### src/rtl/axi_arbiter_2x1_pkg.sv
// axi_arbiter_2x1_pkg: shared AXI3 channel widths, burst encoding and arbiter FSM states
package axi_arbiter_2x1_pkg;
    localparam int ID_W    = 4;
    localparam int ADDR_W  = 32;
    localparam int DATA_W  = 32;
    localparam int STRB_W  = DATA_W / 8;
    localparam int LEN_W   = 4;
    localparam int SIZE_W  = 3;
    localparam int BURST_W = 2;
    localparam int LOCK_W  = 2;
    localparam int CACHE_W = 4;
    localparam int PROT_W  = 3;
    localparam int RESP_W  = 2;
    localparam logic [BURST_W-1:0] BURST_INCR = 2'b01;
    typedef enum logic [1:0] {R_IDLE, R_ADDR, R_DATA} r_state_e;
    typedef enum logic [1:0] {W_IDLE, W_ADDR, W_DATA, W_RESP} w_state_e;
endpackage

### src/rtl/axi_arbiter_2x1_if.sv
// axi_arbiter_2x1_if: one AXI3 port (AR, R, AW, W, B channels)
// Modports: master drives AR/AW/W payloads+valids and rready/bready;
//           slave drives arready/awready/wready and R/B payloads+valids.
interface axi_arbiter_2x1_if;
    import axi_arbiter_2x1_pkg::*;
    logic [ID_W-1:0]    arid;
    logic [ADDR_W-1:0]  araddr;
    logic [LEN_W-1:0]   arlen;
    logic [SIZE_W-1:0]  arsize;
    logic [BURST_W-1:0] arburst;
    logic [LOCK_W-1:0]  arlock;
    logic [CACHE_W-1:0] arcache;
    logic [PROT_W-1:0]  arprot;
    logic               arvalid;
    logic               arready;
    logic [ID_W-1:0]    rid;
    logic [DATA_W-1:0]  rdata;
    logic [RESP_W-1:0]  rresp;
    logic               rlast;
    logic               rvalid;
    logic               rready;
    logic [ID_W-1:0]    awid;
    logic [ADDR_W-1:0]  awaddr;
    logic [LEN_W-1:0]   awlen;
    logic [SIZE_W-1:0]  awsize;
    logic [BURST_W-1:0] awburst;
    logic [LOCK_W-1:0]  awlock;
    logic [CACHE_W-1:0] awcache;
    logic [PROT_W-1:0]  awprot;
    logic               awvalid;
    logic               awready;
    logic [ID_W-1:0]    wid;
    logic [DATA_W-1:0]  wdata;
    logic [STRB_W-1:0]  wstrb;
    logic               wlast;
    logic               wvalid;
    logic               wready;
    logic [ID_W-1:0]    bid;
    logic [RESP_W-1:0]  bresp;
    logic               bvalid;
    logic               bready;
    modport master (
        output arid, araddr, arlen, arsize, arburst, arlock, arcache, arprot, arvalid,
        input  arready,
        input  rid, rdata, rresp, rlast, rvalid,
        output rready,
        output awid, awaddr, awlen, awsize, awburst, awlock, awcache, awprot, awvalid,
        input  awready,
        output wid, wdata, wstrb, wlast, wvalid,
        input  wready,
        input  bid, bresp, bvalid,
        output bready
    );
    modport slave (
        input  arid, araddr, arlen, arsize, arburst, arlock, arcache, arprot, arvalid,
        output arready,
        output rid, rdata, rresp, rlast, rvalid,
        input  rready,
        input  awid, awaddr, awlen, awsize, awburst, awlock, awcache, awprot, awvalid,
        output awready,
        input  wid, wdata, wstrb, wlast, wvalid,
        output wready,
        output bid, bresp, bvalid,
        input  bready
    );
endinterface

### src/rtl/axi_arbiter_2x1_grant.sv
// axi_arb_grant: two-request arbiter, win_o=1 selects m1
// Ports: req0_i/req1_i requests from m0/m1, last_i previous winner (AXI_ARB_RR_EN only),
//        win_o winner. Macro AXI_ARB_RR_EN selects round-robin, otherwise m1 has fixed priority.
module axi_arb_grant (
    input  logic req0_i,
    input  logic req1_i,
`ifdef AXI_ARB_RR_EN
    input  logic last_i,
`endif
    output logic win_o
);
`ifdef AXI_ARB_RR_EN
    // On a tie the master that did not win last time gets the grant.
    assign win_o = (req0_i && req1_i) ? !last_i : req1_i;
`else
    assign win_o = req1_i || !req0_i;
`endif
endmodule

### src/rtl/axi_arbiter_2x1.sv
// axi_arbiter_2x1: two-master to one-slave AXI3 arbiter with independent read/write FSMs
// Ports: aclk clock; aresetn synchronous active-low reset;
//        m0 (instruction fetch) and m1 (data) master-facing ports; s slave-facing port.
// Macro AXI_ARB_RR_EN: round-robin on ties; otherwise m1 has fixed priority.
module axi_arbiter_2x1 (
    input  logic               aclk,
    input  logic               aresetn,
    axi_arbiter_2x1_if.slave   m0,
    axi_arbiter_2x1_if.slave   m1,
    axi_arbiter_2x1_if.master  s
);
    import axi_arbiter_2x1_pkg::*;
    r_state_e r_state_q, r_state_d;
    w_state_e w_state_q, w_state_d;
    logic rgrant_q, rgrant_d, wgrant_q, wgrant_d;
    logic rwin, wwin, rreq, wreq;
    logic ar_hs, r_done, aw_hs, w_done, b_hs;
    logic ar_o0, ar_o1, r_o0, r_o1, aw_o0, aw_o1, w_o0, w_o1, b_o0, b_o1;
`ifdef AXI_ARB_RR_EN
    logic rlast_q, rlast_d, wlast_q, wlast_d;
`endif
    assign rreq = m0.arvalid || m1.arvalid;
    assign wreq = m0.awvalid || m1.awvalid;
    axi_arb_grant u_rgrant (
        .req0_i (m0.arvalid),
        .req1_i (m1.arvalid),
`ifdef AXI_ARB_RR_EN
        .last_i (rlast_q),
`endif
        .win_o  (rwin)
    );
    axi_arb_grant u_wgrant (
        .req0_i (m0.awvalid),
        .req1_i (m1.awvalid),
`ifdef AXI_ARB_RR_EN
        .last_i (wlast_q),
`endif
        .win_o  (wwin)
    );
    // Per-phase ownership strobes; everything below is gated by these.
    assign ar_o0 = r_state_q == R_ADDR && !rgrant_q;
    assign ar_o1 = r_state_q == R_ADDR &&  rgrant_q;
    assign r_o0  = r_state_q == R_DATA && !rgrant_q;
    assign r_o1  = r_state_q == R_DATA &&  rgrant_q;
    assign aw_o0 = w_state_q == W_ADDR && !wgrant_q;
    assign aw_o1 = w_state_q == W_ADDR &&  wgrant_q;
    assign w_o0  = w_state_q == W_DATA && !wgrant_q;
    assign w_o1  = w_state_q == W_DATA &&  wgrant_q;
    assign b_o0  = w_state_q == W_RESP && !wgrant_q;
    assign b_o1  = w_state_q == W_RESP &&  wgrant_q;
    assign ar_hs  = s.arvalid && s.arready;
    assign r_done = s.rvalid && s.rready && s.rlast;
    assign aw_hs  = s.awvalid && s.awready;
    assign w_done = s.wvalid && s.wready && s.wlast;
    assign b_hs   = s.bvalid && s.bready;
    always_comb begin
        r_state_d = r_state_q == R_IDLE ? (rreq ? R_ADDR : R_IDLE) :
                    r_state_q == R_ADDR ? (ar_hs ? R_DATA : R_ADDR) :
                    (r_done ? R_IDLE : R_DATA);
        w_state_d = w_state_q == W_IDLE ? (wreq ? W_ADDR : W_IDLE) :
                    w_state_q == W_ADDR ? (aw_hs ? W_DATA : W_ADDR) :
                    w_state_q == W_DATA ? (w_done ? W_RESP : W_DATA) :
                    (b_hs ? W_IDLE : W_RESP);
        rgrant_d = (r_state_q == R_IDLE && rreq) ? rwin : rgrant_q;
        wgrant_d = (w_state_q == W_IDLE && wreq) ? wwin : wgrant_q;
`ifdef AXI_ARB_RR_EN
        rlast_d = (r_state_q == R_IDLE && rreq) ? rwin : rlast_q;
        wlast_d = (w_state_q == W_IDLE && wreq) ? wwin : wlast_q;
`endif
    end
    always_ff @(posedge aclk) begin
        if (!aresetn) begin
            r_state_q <= R_IDLE;
            w_state_q <= W_IDLE;
            rgrant_q  <= 1'b1;
            wgrant_q  <= 1'b1;
`ifdef AXI_ARB_RR_EN
            rlast_q   <= 1'b0;
            wlast_q   <= 1'b0;
`endif
        end else begin
            r_state_q <= r_state_d;
            w_state_q <= w_state_d;
            rgrant_q  <= rgrant_d;
            wgrant_q  <= wgrant_d;
`ifdef AXI_ARB_RR_EN
            rlast_q   <= rlast_d;
            wlast_q   <= wlast_d;
`endif
        end
    end
    // AR: owner's address phase toward the slave, zero when nobody owns it.
    assign s.arid    = ar_o1 ? m1.arid    : ar_o0 ? m0.arid    : '0;
    assign s.araddr  = ar_o1 ? m1.araddr  : ar_o0 ? m0.araddr  : '0;
    assign s.arlen   = ar_o1 ? m1.arlen   : ar_o0 ? m0.arlen   : '0;
    assign s.arsize  = ar_o1 ? m1.arsize  : ar_o0 ? m0.arsize  : '0;
    assign s.arburst = ar_o1 ? m1.arburst : ar_o0 ? m0.arburst : '0;
    assign s.arlock  = ar_o1 ? m1.arlock  : ar_o0 ? m0.arlock  : '0;
    assign s.arcache = ar_o1 ? m1.arcache : ar_o0 ? m0.arcache : '0;
    assign s.arprot  = ar_o1 ? m1.arprot  : ar_o0 ? m0.arprot  : '0;
    assign s.arvalid = ar_o1 ? m1.arvalid : ar_o0 && m0.arvalid;
    assign m0.arready = ar_o0 && s.arready;
    assign m1.arready = ar_o1 && s.arready;
    // R: routed by the registered grant only; the ID is passed through untouched.
    assign m0.rid    = r_o0 ? s.rid   : '0;
    assign m0.rdata  = r_o0 ? s.rdata : '0;
    assign m0.rresp  = r_o0 ? s.rresp : '0;
    assign m0.rlast  = r_o0 && s.rlast;
    assign m0.rvalid = r_o0 && s.rvalid;
    assign m1.rid    = r_o1 ? s.rid   : '0;
    assign m1.rdata  = r_o1 ? s.rdata : '0;
    assign m1.rresp  = r_o1 ? s.rresp : '0;
    assign m1.rlast  = r_o1 && s.rlast;
    assign m1.rvalid = r_o1 && s.rvalid;
    assign s.rready  = r_o1 ? m1.rready : r_o0 && m0.rready;
    // AW
    assign s.awid    = aw_o1 ? m1.awid    : aw_o0 ? m0.awid    : '0;
    assign s.awaddr  = aw_o1 ? m1.awaddr  : aw_o0 ? m0.awaddr  : '0;
    assign s.awlen   = aw_o1 ? m1.awlen   : aw_o0 ? m0.awlen   : '0;
    assign s.awsize  = aw_o1 ? m1.awsize  : aw_o0 ? m0.awsize  : '0;
    assign s.awburst = aw_o1 ? m1.awburst : aw_o0 ? m0.awburst : '0;
    assign s.awlock  = aw_o1 ? m1.awlock  : aw_o0 ? m0.awlock  : '0;
    assign s.awcache = aw_o1 ? m1.awcache : aw_o0 ? m0.awcache : '0;
    assign s.awprot  = aw_o1 ? m1.awprot  : aw_o0 ? m0.awprot  : '0;
    assign s.awvalid = aw_o1 ? m1.awvalid : aw_o0 && m0.awvalid;
    assign m0.awready = aw_o0 && s.awready;
    assign m1.awready = aw_o1 && s.awready;
    // W only opens after the AW handshake, so early beats see wready=0.
    assign s.wid    = w_o1 ? m1.wid   : w_o0 ? m0.wid   : '0;
    assign s.wdata  = w_o1 ? m1.wdata : w_o0 ? m0.wdata : '0;
    assign s.wstrb  = w_o1 ? m1.wstrb : w_o0 ? m0.wstrb : '0;
    assign s.wlast  = w_o1 ? m1.wlast  : w_o0 && m0.wlast;
    assign s.wvalid = w_o1 ? m1.wvalid : w_o0 && m0.wvalid;
    assign m0.wready = w_o0 && s.wready;
    assign m1.wready = w_o1 && s.wready;
    // B
    assign m0.bid    = b_o0 ? s.bid   : '0;
    assign m0.bresp  = b_o0 ? s.bresp : '0;
    assign m0.bvalid = b_o0 && s.bvalid;
    assign m1.bid    = b_o1 ? s.bid   : '0;
    assign m1.bresp  = b_o1 ? s.bresp : '0;
    assign m1.bvalid = b_o1 && s.bvalid;
    assign s.bready  = b_o1 ? m1.bready : b_o0 && m0.bready;
endmodule

### src/flat_wrapper.sv
// flat-port wrapper written by rule: the top's interface ports become plain ports
module axi_arbiter_2x1_flat import axi_arbiter_2x1_pkg::*;
  (aclk, aresetn, m0_arid, m0_araddr, m0_arlen, m0_arsize, m0_arburst, m0_arlock, m0_arcache, m0_arprot, m0_arvalid, m0_arready, m0_rid, m0_rdata, m0_rresp, m0_rlast, m0_rvalid, m0_rready, m0_awid, m0_awaddr, m0_awlen, m0_awsize, m0_awburst, m0_awlock, m0_awcache, m0_awprot, m0_awvalid, m0_awready, m0_wid, m0_wdata, m0_wstrb, m0_wlast, m0_wvalid, m0_wready, m0_bid, m0_bresp, m0_bvalid, m0_bready, m1_arid, m1_araddr, m1_arlen, m1_arsize, m1_arburst, m1_arlock, m1_arcache, m1_arprot, m1_arvalid, m1_arready, m1_rid, m1_rdata, m1_rresp, m1_rlast, m1_rvalid, m1_rready, m1_awid, m1_awaddr, m1_awlen, m1_awsize, m1_awburst, m1_awlock, m1_awcache, m1_awprot, m1_awvalid, m1_awready, m1_wid, m1_wdata, m1_wstrb, m1_wlast, m1_wvalid, m1_wready, m1_bid, m1_bresp, m1_bvalid, m1_bready, s_arid, s_araddr, s_arlen, s_arsize, s_arburst, s_arlock, s_arcache, s_arprot, s_arvalid, s_arready, s_rid, s_rdata, s_rresp, s_rlast, s_rvalid, s_rready, s_awid, s_awaddr, s_awlen, s_awsize, s_awburst, s_awlock, s_awcache, s_awprot, s_awvalid, s_awready, s_wid, s_wdata, s_wstrb, s_wlast, s_wvalid, s_wready, s_bid, s_bresp, s_bvalid, s_bready);
  axi_arbiter_2x1_if m0_i ();
  axi_arbiter_2x1_if m1_i ();
  axi_arbiter_2x1_if s_i ();
  input  logic aclk;
  input  logic aresetn;
  input wire logic [$bits(m0_i.arid)-1:0] m0_arid;
  input wire logic [$bits(m0_i.araddr)-1:0] m0_araddr;
  input wire logic [$bits(m0_i.arlen)-1:0] m0_arlen;
  input wire logic [$bits(m0_i.arsize)-1:0] m0_arsize;
  input wire logic [$bits(m0_i.arburst)-1:0] m0_arburst;
  input wire logic [$bits(m0_i.arlock)-1:0] m0_arlock;
  input wire logic [$bits(m0_i.arcache)-1:0] m0_arcache;
  input wire logic [$bits(m0_i.arprot)-1:0] m0_arprot;
  input wire logic [$bits(m0_i.arvalid)-1:0] m0_arvalid;
  output wire logic [$bits(m0_i.arready)-1:0] m0_arready;
  output wire logic [$bits(m0_i.rid)-1:0] m0_rid;
  output wire logic [$bits(m0_i.rdata)-1:0] m0_rdata;
  output wire logic [$bits(m0_i.rresp)-1:0] m0_rresp;
  output wire logic [$bits(m0_i.rlast)-1:0] m0_rlast;
  output wire logic [$bits(m0_i.rvalid)-1:0] m0_rvalid;
  input wire logic [$bits(m0_i.rready)-1:0] m0_rready;
  input wire logic [$bits(m0_i.awid)-1:0] m0_awid;
  input wire logic [$bits(m0_i.awaddr)-1:0] m0_awaddr;
  input wire logic [$bits(m0_i.awlen)-1:0] m0_awlen;
  input wire logic [$bits(m0_i.awsize)-1:0] m0_awsize;
  input wire logic [$bits(m0_i.awburst)-1:0] m0_awburst;
  input wire logic [$bits(m0_i.awlock)-1:0] m0_awlock;
  input wire logic [$bits(m0_i.awcache)-1:0] m0_awcache;
  input wire logic [$bits(m0_i.awprot)-1:0] m0_awprot;
  input wire logic [$bits(m0_i.awvalid)-1:0] m0_awvalid;
  output wire logic [$bits(m0_i.awready)-1:0] m0_awready;
  input wire logic [$bits(m0_i.wid)-1:0] m0_wid;
  input wire logic [$bits(m0_i.wdata)-1:0] m0_wdata;
  input wire logic [$bits(m0_i.wstrb)-1:0] m0_wstrb;
  input wire logic [$bits(m0_i.wlast)-1:0] m0_wlast;
  input wire logic [$bits(m0_i.wvalid)-1:0] m0_wvalid;
  output wire logic [$bits(m0_i.wready)-1:0] m0_wready;
  output wire logic [$bits(m0_i.bid)-1:0] m0_bid;
  output wire logic [$bits(m0_i.bresp)-1:0] m0_bresp;
  output wire logic [$bits(m0_i.bvalid)-1:0] m0_bvalid;
  input wire logic [$bits(m0_i.bready)-1:0] m0_bready;
  input wire logic [$bits(m1_i.arid)-1:0] m1_arid;
  input wire logic [$bits(m1_i.araddr)-1:0] m1_araddr;
  input wire logic [$bits(m1_i.arlen)-1:0] m1_arlen;
  input wire logic [$bits(m1_i.arsize)-1:0] m1_arsize;
  input wire logic [$bits(m1_i.arburst)-1:0] m1_arburst;
  input wire logic [$bits(m1_i.arlock)-1:0] m1_arlock;
  input wire logic [$bits(m1_i.arcache)-1:0] m1_arcache;
  input wire logic [$bits(m1_i.arprot)-1:0] m1_arprot;
  input wire logic [$bits(m1_i.arvalid)-1:0] m1_arvalid;
  output wire logic [$bits(m1_i.arready)-1:0] m1_arready;
  output wire logic [$bits(m1_i.rid)-1:0] m1_rid;
  output wire logic [$bits(m1_i.rdata)-1:0] m1_rdata;
  output wire logic [$bits(m1_i.rresp)-1:0] m1_rresp;
  output wire logic [$bits(m1_i.rlast)-1:0] m1_rlast;
  output wire logic [$bits(m1_i.rvalid)-1:0] m1_rvalid;
  input wire logic [$bits(m1_i.rready)-1:0] m1_rready;
  input wire logic [$bits(m1_i.awid)-1:0] m1_awid;
  input wire logic [$bits(m1_i.awaddr)-1:0] m1_awaddr;
  input wire logic [$bits(m1_i.awlen)-1:0] m1_awlen;
  input wire logic [$bits(m1_i.awsize)-1:0] m1_awsize;
  input wire logic [$bits(m1_i.awburst)-1:0] m1_awburst;
  input wire logic [$bits(m1_i.awlock)-1:0] m1_awlock;
  input wire logic [$bits(m1_i.awcache)-1:0] m1_awcache;
  input wire logic [$bits(m1_i.awprot)-1:0] m1_awprot;
  input wire logic [$bits(m1_i.awvalid)-1:0] m1_awvalid;
  output wire logic [$bits(m1_i.awready)-1:0] m1_awready;
  input wire logic [$bits(m1_i.wid)-1:0] m1_wid;
  input wire logic [$bits(m1_i.wdata)-1:0] m1_wdata;
  input wire logic [$bits(m1_i.wstrb)-1:0] m1_wstrb;
  input wire logic [$bits(m1_i.wlast)-1:0] m1_wlast;
  input wire logic [$bits(m1_i.wvalid)-1:0] m1_wvalid;
  output wire logic [$bits(m1_i.wready)-1:0] m1_wready;
  output wire logic [$bits(m1_i.bid)-1:0] m1_bid;
  output wire logic [$bits(m1_i.bresp)-1:0] m1_bresp;
  output wire logic [$bits(m1_i.bvalid)-1:0] m1_bvalid;
  input wire logic [$bits(m1_i.bready)-1:0] m1_bready;
  output wire logic [$bits(s_i.arid)-1:0] s_arid;
  output wire logic [$bits(s_i.araddr)-1:0] s_araddr;
  output wire logic [$bits(s_i.arlen)-1:0] s_arlen;
  output wire logic [$bits(s_i.arsize)-1:0] s_arsize;
  output wire logic [$bits(s_i.arburst)-1:0] s_arburst;
  output wire logic [$bits(s_i.arlock)-1:0] s_arlock;
  output wire logic [$bits(s_i.arcache)-1:0] s_arcache;
  output wire logic [$bits(s_i.arprot)-1:0] s_arprot;
  output wire logic [$bits(s_i.arvalid)-1:0] s_arvalid;
  input wire logic [$bits(s_i.arready)-1:0] s_arready;
  input wire logic [$bits(s_i.rid)-1:0] s_rid;
  input wire logic [$bits(s_i.rdata)-1:0] s_rdata;
  input wire logic [$bits(s_i.rresp)-1:0] s_rresp;
  input wire logic [$bits(s_i.rlast)-1:0] s_rlast;
  input wire logic [$bits(s_i.rvalid)-1:0] s_rvalid;
  output wire logic [$bits(s_i.rready)-1:0] s_rready;
  output wire logic [$bits(s_i.awid)-1:0] s_awid;
  output wire logic [$bits(s_i.awaddr)-1:0] s_awaddr;
  output wire logic [$bits(s_i.awlen)-1:0] s_awlen;
  output wire logic [$bits(s_i.awsize)-1:0] s_awsize;
  output wire logic [$bits(s_i.awburst)-1:0] s_awburst;
  output wire logic [$bits(s_i.awlock)-1:0] s_awlock;
  output wire logic [$bits(s_i.awcache)-1:0] s_awcache;
  output wire logic [$bits(s_i.awprot)-1:0] s_awprot;
  output wire logic [$bits(s_i.awvalid)-1:0] s_awvalid;
  input wire logic [$bits(s_i.awready)-1:0] s_awready;
  output wire logic [$bits(s_i.wid)-1:0] s_wid;
  output wire logic [$bits(s_i.wdata)-1:0] s_wdata;
  output wire logic [$bits(s_i.wstrb)-1:0] s_wstrb;
  output wire logic [$bits(s_i.wlast)-1:0] s_wlast;
  output wire logic [$bits(s_i.wvalid)-1:0] s_wvalid;
  input wire logic [$bits(s_i.wready)-1:0] s_wready;
  input wire logic [$bits(s_i.bid)-1:0] s_bid;
  input wire logic [$bits(s_i.bresp)-1:0] s_bresp;
  input wire logic [$bits(s_i.bvalid)-1:0] s_bvalid;
  output wire logic [$bits(s_i.bready)-1:0] s_bready;
  assign m0_i.arid = m0_arid;
  assign m0_i.araddr = m0_araddr;
  assign m0_i.arlen = m0_arlen;
  assign m0_i.arsize = m0_arsize;
  assign m0_i.arburst = m0_arburst;
  assign m0_i.arlock = m0_arlock;
  assign m0_i.arcache = m0_arcache;
  assign m0_i.arprot = m0_arprot;
  assign m0_i.arvalid = m0_arvalid;
  assign m0_arready = m0_i.arready;
  assign m0_rid = m0_i.rid;
  assign m0_rdata = m0_i.rdata;
  assign m0_rresp = m0_i.rresp;
  assign m0_rlast = m0_i.rlast;
  assign m0_rvalid = m0_i.rvalid;
  assign m0_i.rready = m0_rready;
  assign m0_i.awid = m0_awid;
  assign m0_i.awaddr = m0_awaddr;
  assign m0_i.awlen = m0_awlen;
  assign m0_i.awsize = m0_awsize;
  assign m0_i.awburst = m0_awburst;
  assign m0_i.awlock = m0_awlock;
  assign m0_i.awcache = m0_awcache;
  assign m0_i.awprot = m0_awprot;
  assign m0_i.awvalid = m0_awvalid;
  assign m0_awready = m0_i.awready;
  assign m0_i.wid = m0_wid;
  assign m0_i.wdata = m0_wdata;
  assign m0_i.wstrb = m0_wstrb;
  assign m0_i.wlast = m0_wlast;
  assign m0_i.wvalid = m0_wvalid;
  assign m0_wready = m0_i.wready;
  assign m0_bid = m0_i.bid;
  assign m0_bresp = m0_i.bresp;
  assign m0_bvalid = m0_i.bvalid;
  assign m0_i.bready = m0_bready;
  assign m1_i.arid = m1_arid;
  assign m1_i.araddr = m1_araddr;
  assign m1_i.arlen = m1_arlen;
  assign m1_i.arsize = m1_arsize;
  assign m1_i.arburst = m1_arburst;
  assign m1_i.arlock = m1_arlock;
  assign m1_i.arcache = m1_arcache;
  assign m1_i.arprot = m1_arprot;
  assign m1_i.arvalid = m1_arvalid;
  assign m1_arready = m1_i.arready;
  assign m1_rid = m1_i.rid;
  assign m1_rdata = m1_i.rdata;
  assign m1_rresp = m1_i.rresp;
  assign m1_rlast = m1_i.rlast;
  assign m1_rvalid = m1_i.rvalid;
  assign m1_i.rready = m1_rready;
  assign m1_i.awid = m1_awid;
  assign m1_i.awaddr = m1_awaddr;
  assign m1_i.awlen = m1_awlen;
  assign m1_i.awsize = m1_awsize;
  assign m1_i.awburst = m1_awburst;
  assign m1_i.awlock = m1_awlock;
  assign m1_i.awcache = m1_awcache;
  assign m1_i.awprot = m1_awprot;
  assign m1_i.awvalid = m1_awvalid;
  assign m1_awready = m1_i.awready;
  assign m1_i.wid = m1_wid;
  assign m1_i.wdata = m1_wdata;
  assign m1_i.wstrb = m1_wstrb;
  assign m1_i.wlast = m1_wlast;
  assign m1_i.wvalid = m1_wvalid;
  assign m1_wready = m1_i.wready;
  assign m1_bid = m1_i.bid;
  assign m1_bresp = m1_i.bresp;
  assign m1_bvalid = m1_i.bvalid;
  assign m1_i.bready = m1_bready;
  assign s_arid = s_i.arid;
  assign s_araddr = s_i.araddr;
  assign s_arlen = s_i.arlen;
  assign s_arsize = s_i.arsize;
  assign s_arburst = s_i.arburst;
  assign s_arlock = s_i.arlock;
  assign s_arcache = s_i.arcache;
  assign s_arprot = s_i.arprot;
  assign s_arvalid = s_i.arvalid;
  assign s_i.arready = s_arready;
  assign s_i.rid = s_rid;
  assign s_i.rdata = s_rdata;
  assign s_i.rresp = s_rresp;
  assign s_i.rlast = s_rlast;
  assign s_i.rvalid = s_rvalid;
  assign s_rready = s_i.rready;
  assign s_awid = s_i.awid;
  assign s_awaddr = s_i.awaddr;
  assign s_awlen = s_i.awlen;
  assign s_awsize = s_i.awsize;
  assign s_awburst = s_i.awburst;
  assign s_awlock = s_i.awlock;
  assign s_awcache = s_i.awcache;
  assign s_awprot = s_i.awprot;
  assign s_awvalid = s_i.awvalid;
  assign s_i.awready = s_awready;
  assign s_wid = s_i.wid;
  assign s_wdata = s_i.wdata;
  assign s_wstrb = s_i.wstrb;
  assign s_wlast = s_i.wlast;
  assign s_wvalid = s_i.wvalid;
  assign s_i.wready = s_wready;
  assign s_i.bid = s_bid;
  assign s_i.bresp = s_bresp;
  assign s_i.bvalid = s_bvalid;
  assign s_bready = s_i.bready;
  axi_arbiter_2x1 u_core (.aclk(aclk), .aresetn(aresetn), .m0(m0_i), .m1(m1_i), .s(s_i));
endmodule
### config.mk
export PLATFORM = sky130hd
export DESIGN_NAME = axi_arbiter_2x1_flat
export DESIGN_NICKNAME = d
export VERILOG_FILES = /design/src/rtl/axi_arbiter_2x1_pkg.sv /design/src/rtl/axi_arbiter_2x1_if.sv /design/src/rtl/axi_arbiter_2x1_grant.sv /design/src/rtl/axi_arbiter_2x1.sv /design/src/flat_wrapper.sv
export SDC_FILE = /design/constraint.sdc
export NUM_CORES = 1
export LEC_CHECK = 0
export ABC_AREA = 1
export CAP_MARGIN = 30
export CORE_AREA = 2 2 241 243
export CTS_CLUSTER_DIAMETER = 80
export DETAILED_ROUTE_END_ITERATION = 8
export DIE_AREA = 0 0 243 245
export GPL_TIMING_DRIVEN = 1
export RECOVER_POWER = 25
export SYNTH_ARGS = -nofsm -noshare
export SYNTH_HDL_FRONTEND = slang
export SYNTH_SLANG_ARGS = --single-unit
### constraint.sdc
create_clock -name aclk -period 1.78 [get_ports aclk]
set_input_delay 0.356 -clock aclk [delete_from_list [all_inputs] [get_ports aclk]]
set_output_delay 0.356 -clock aclk [all_outputs]
set_load 0.005 [all_outputs]
==> results.cfg <==
[status]
status = finished, violations left
violations = negative setup slack

[power]
power_mw = 6.26
p_leak_nw = 6.34
vdd_drop_max_mv = 0.233
p_per_area_nw_per_um2 = 493

[cells_and_area]
layout_commonest_cell = clkdlybuf4s50_1
drive_gt1_share_pct = 34.2
layout_common_cells = 373 x clkdlybuf4s50_1, 258 x nand3_1, 145 x nand2_1, 107 x buf_2, 101 x buf_4
stdcell_area_sq_um = 12700
nets = 1858
stdcell_count = 2262
diodes = 0
area_growth_syn_to_layout_pct = 271
fin_util_pct = 22.3

[route]
antenna_left = 0
vias_per_cell = 3.52
drtIter0Drc = 348
wire_per_inst_microns = 15.5
vias = 7964
first_pass_iters = 4
drc_errors = 0
wl_microns = 35100

[floorplanning]
core_sq_um = 57000
start_util_pct = 6.00
fp.dieW_microns = 243
ioPinCount = 614
die_area_sq_um = 59500
rows = 88
die_h_microns = 245

[clock_tree]
cts-buffers-inserted = 3
cts_root_buf = clkbuf_16
clkTransAtPathRegs_ns = 0.04
clk_latency_ns = 0.22
cts_max_level = 1
clkSinkCount = 6
cts_tree = yes
clockBufferDepth = 2

[placement]
port-buffer-count = 613
place_area_sq_um = 11300
dp_hpwl_microns = 25600
place_inst = 2159
place.gp.congestion = 0.802
post-place-ws_ns = -0.561

[timing]
finalSetupViolCount = 187
slew_headroom_pct = 79.7
fmax_mhz = 454
worst_pin_slew_ns = 0.301
fin_ws_ns = -0.421
finalHoldViolCount = 0
skew_ns = 0.000108
slew_viol_final = 0
holdWs_ns = 0.629
period_share_pct = 124
rsz0062_at_grt = yes
totalNegativeSetupSlack_ns = -31.35
fin_crit_ns = 2.20

[min_path]
worstHoldPathType = reg2reg
whs_path_depth = 3
hold-path-endpoint = u_core.r_state_q[0]
worstHoldStart = u_core.r_state_q[0]

[setup_path]
required_ns = 1.42
cp_max_fo = 10
r2r_setup_slack_ns = -0.06
cp-start-kind = register
worstPathArrival_ns = 1.85
r2r_end = u_core.w_state_q[0]
r2r_start = u_core.w_state_q[1]
end_kind = output pin
r2r_cells = 16
critPathKind = reg2out

[job]
drv_cap = 0

[yosys]
synthArstFlopShare_pct = 0
ys_ff_latch = 6
synth_flop_cell = dfxtp_1
synthesis.nets = 1102
synth_seq_area_share_pct = 3.51
synth_edf_count = 0
ys_types = 24
syn-cell-area_sq_um = 3420
yosysWarnings = 0
synth_area_per_cell_sq_um = 4.61
syn-instance-count = 742

[global_route]
antenna_found_initial = 4
grt_pass1_wl_microns = 46600
grt_pass1_vias = 7636
track_usage_pct = 10.2
grt_max_degree = 32
grt_overflow_total = 0
cell usage after synthesis, drive strengths merged (3+ instances only):
cell	n	area (sq um)
nand4	3	18.8
o22ai	3	18.8
dfxtp	6	120
nand3	307	1540
nand2	164	618
a21oi	3	15.0
buf	59	310
inv	65	244
o21ai	3	15.0
nor4	4	25.0
clkbuf	17	63.8
nor2	104	400
worst max-delay path by stage:
| stage | cells past startpoint | from | endpoint | slack (ns) |
|---|---|---|---|---|
| after CTS | 7 | u_core.w_state_q[0] | s_awsize[2] | -0.43 |
| after floorplan | 8 | u_core.w_state_q[0] | s_awaddr[14] | 0.27 |
| after global placement | 5 | s_arready | m0_arready | -0.58 |
| after global routing | 7 | u_core.w_state_q[0] | s_awaddr[11] | -0.48 |
| final | 7 | u_core.w_state_q[0] | s_awaddr[11] | -0.42 |
| after detailed placement | 5 | s_wready | m0_wready | -0.56 |
kinds of logic after synthesis:
kind of cell	share of synthesized area [%]
simple gates	76.3
buf+inv	18.1
compound gates	2.09
flops	3.51
final cells by class:
| cell class | count | area [sq um] |
|---|---|---|
| fill | 6460 | 44300 |
| sequential | 6 | 138 |
| multi-input combinational | 595 | 3220 |
| clock buffer | 4 | 78.8 |
| timing repair buffer | 827 | 8050 |
| tap | 765 | 957 |
| inverter | 65 | 256 |
worst max-delay path, stage by stage, from the launching register on:
cell and delay (ns):
dfxtp_4 0.37, inv_4 0.04, nor2_4 0.13, buf_12 0.18
buf_4 0.16, nand3_1 0.08, nand2_2 0.11, clkdlybuf4s50_1 0.51
where the power goes:
part | internal [mW] | switching [mW] | total [mW] | leakage (nW)
combinational | 3.21 | 2.47 | 5.67 | 6.25
clock | 0.297 | 0.0783 | 0.376 | 0.0382
sequential | 0.168 | 0.0444 | 0.212 | 0.0517
total | 3.67 | 2.59 | 6.26 | 6.34
sequential cells by signal, indices dropped and copies added (netlist names):
signal / flops
u_core.r_state_q: 2
u_core.rgrant_q: 1
u_core.w_state_q: 2
u_core.wgrant_q: 1
timing repair:
item / 4_1_cts / 5_1_grt
resized for setup: 647 / 266
hold endpoints to repair: 0 / 0
gates cloned: 13 / 8
hold buffers: 0 / 0
setup endpoints to repair: 254 / 255
setup buffers: 48 / 41
pin swaps: 17 / 16
metal layers:
layer  wire [microns]  share of wire [%]  track usage (%)
met1            14700                 42             12.4
met2            17100                 49             18.2
met3             2730                7.8             2.29
met4              608                1.7             2.11
met5               27              0.077                0
Note: power is estimated with default switching activity, not from simulation.
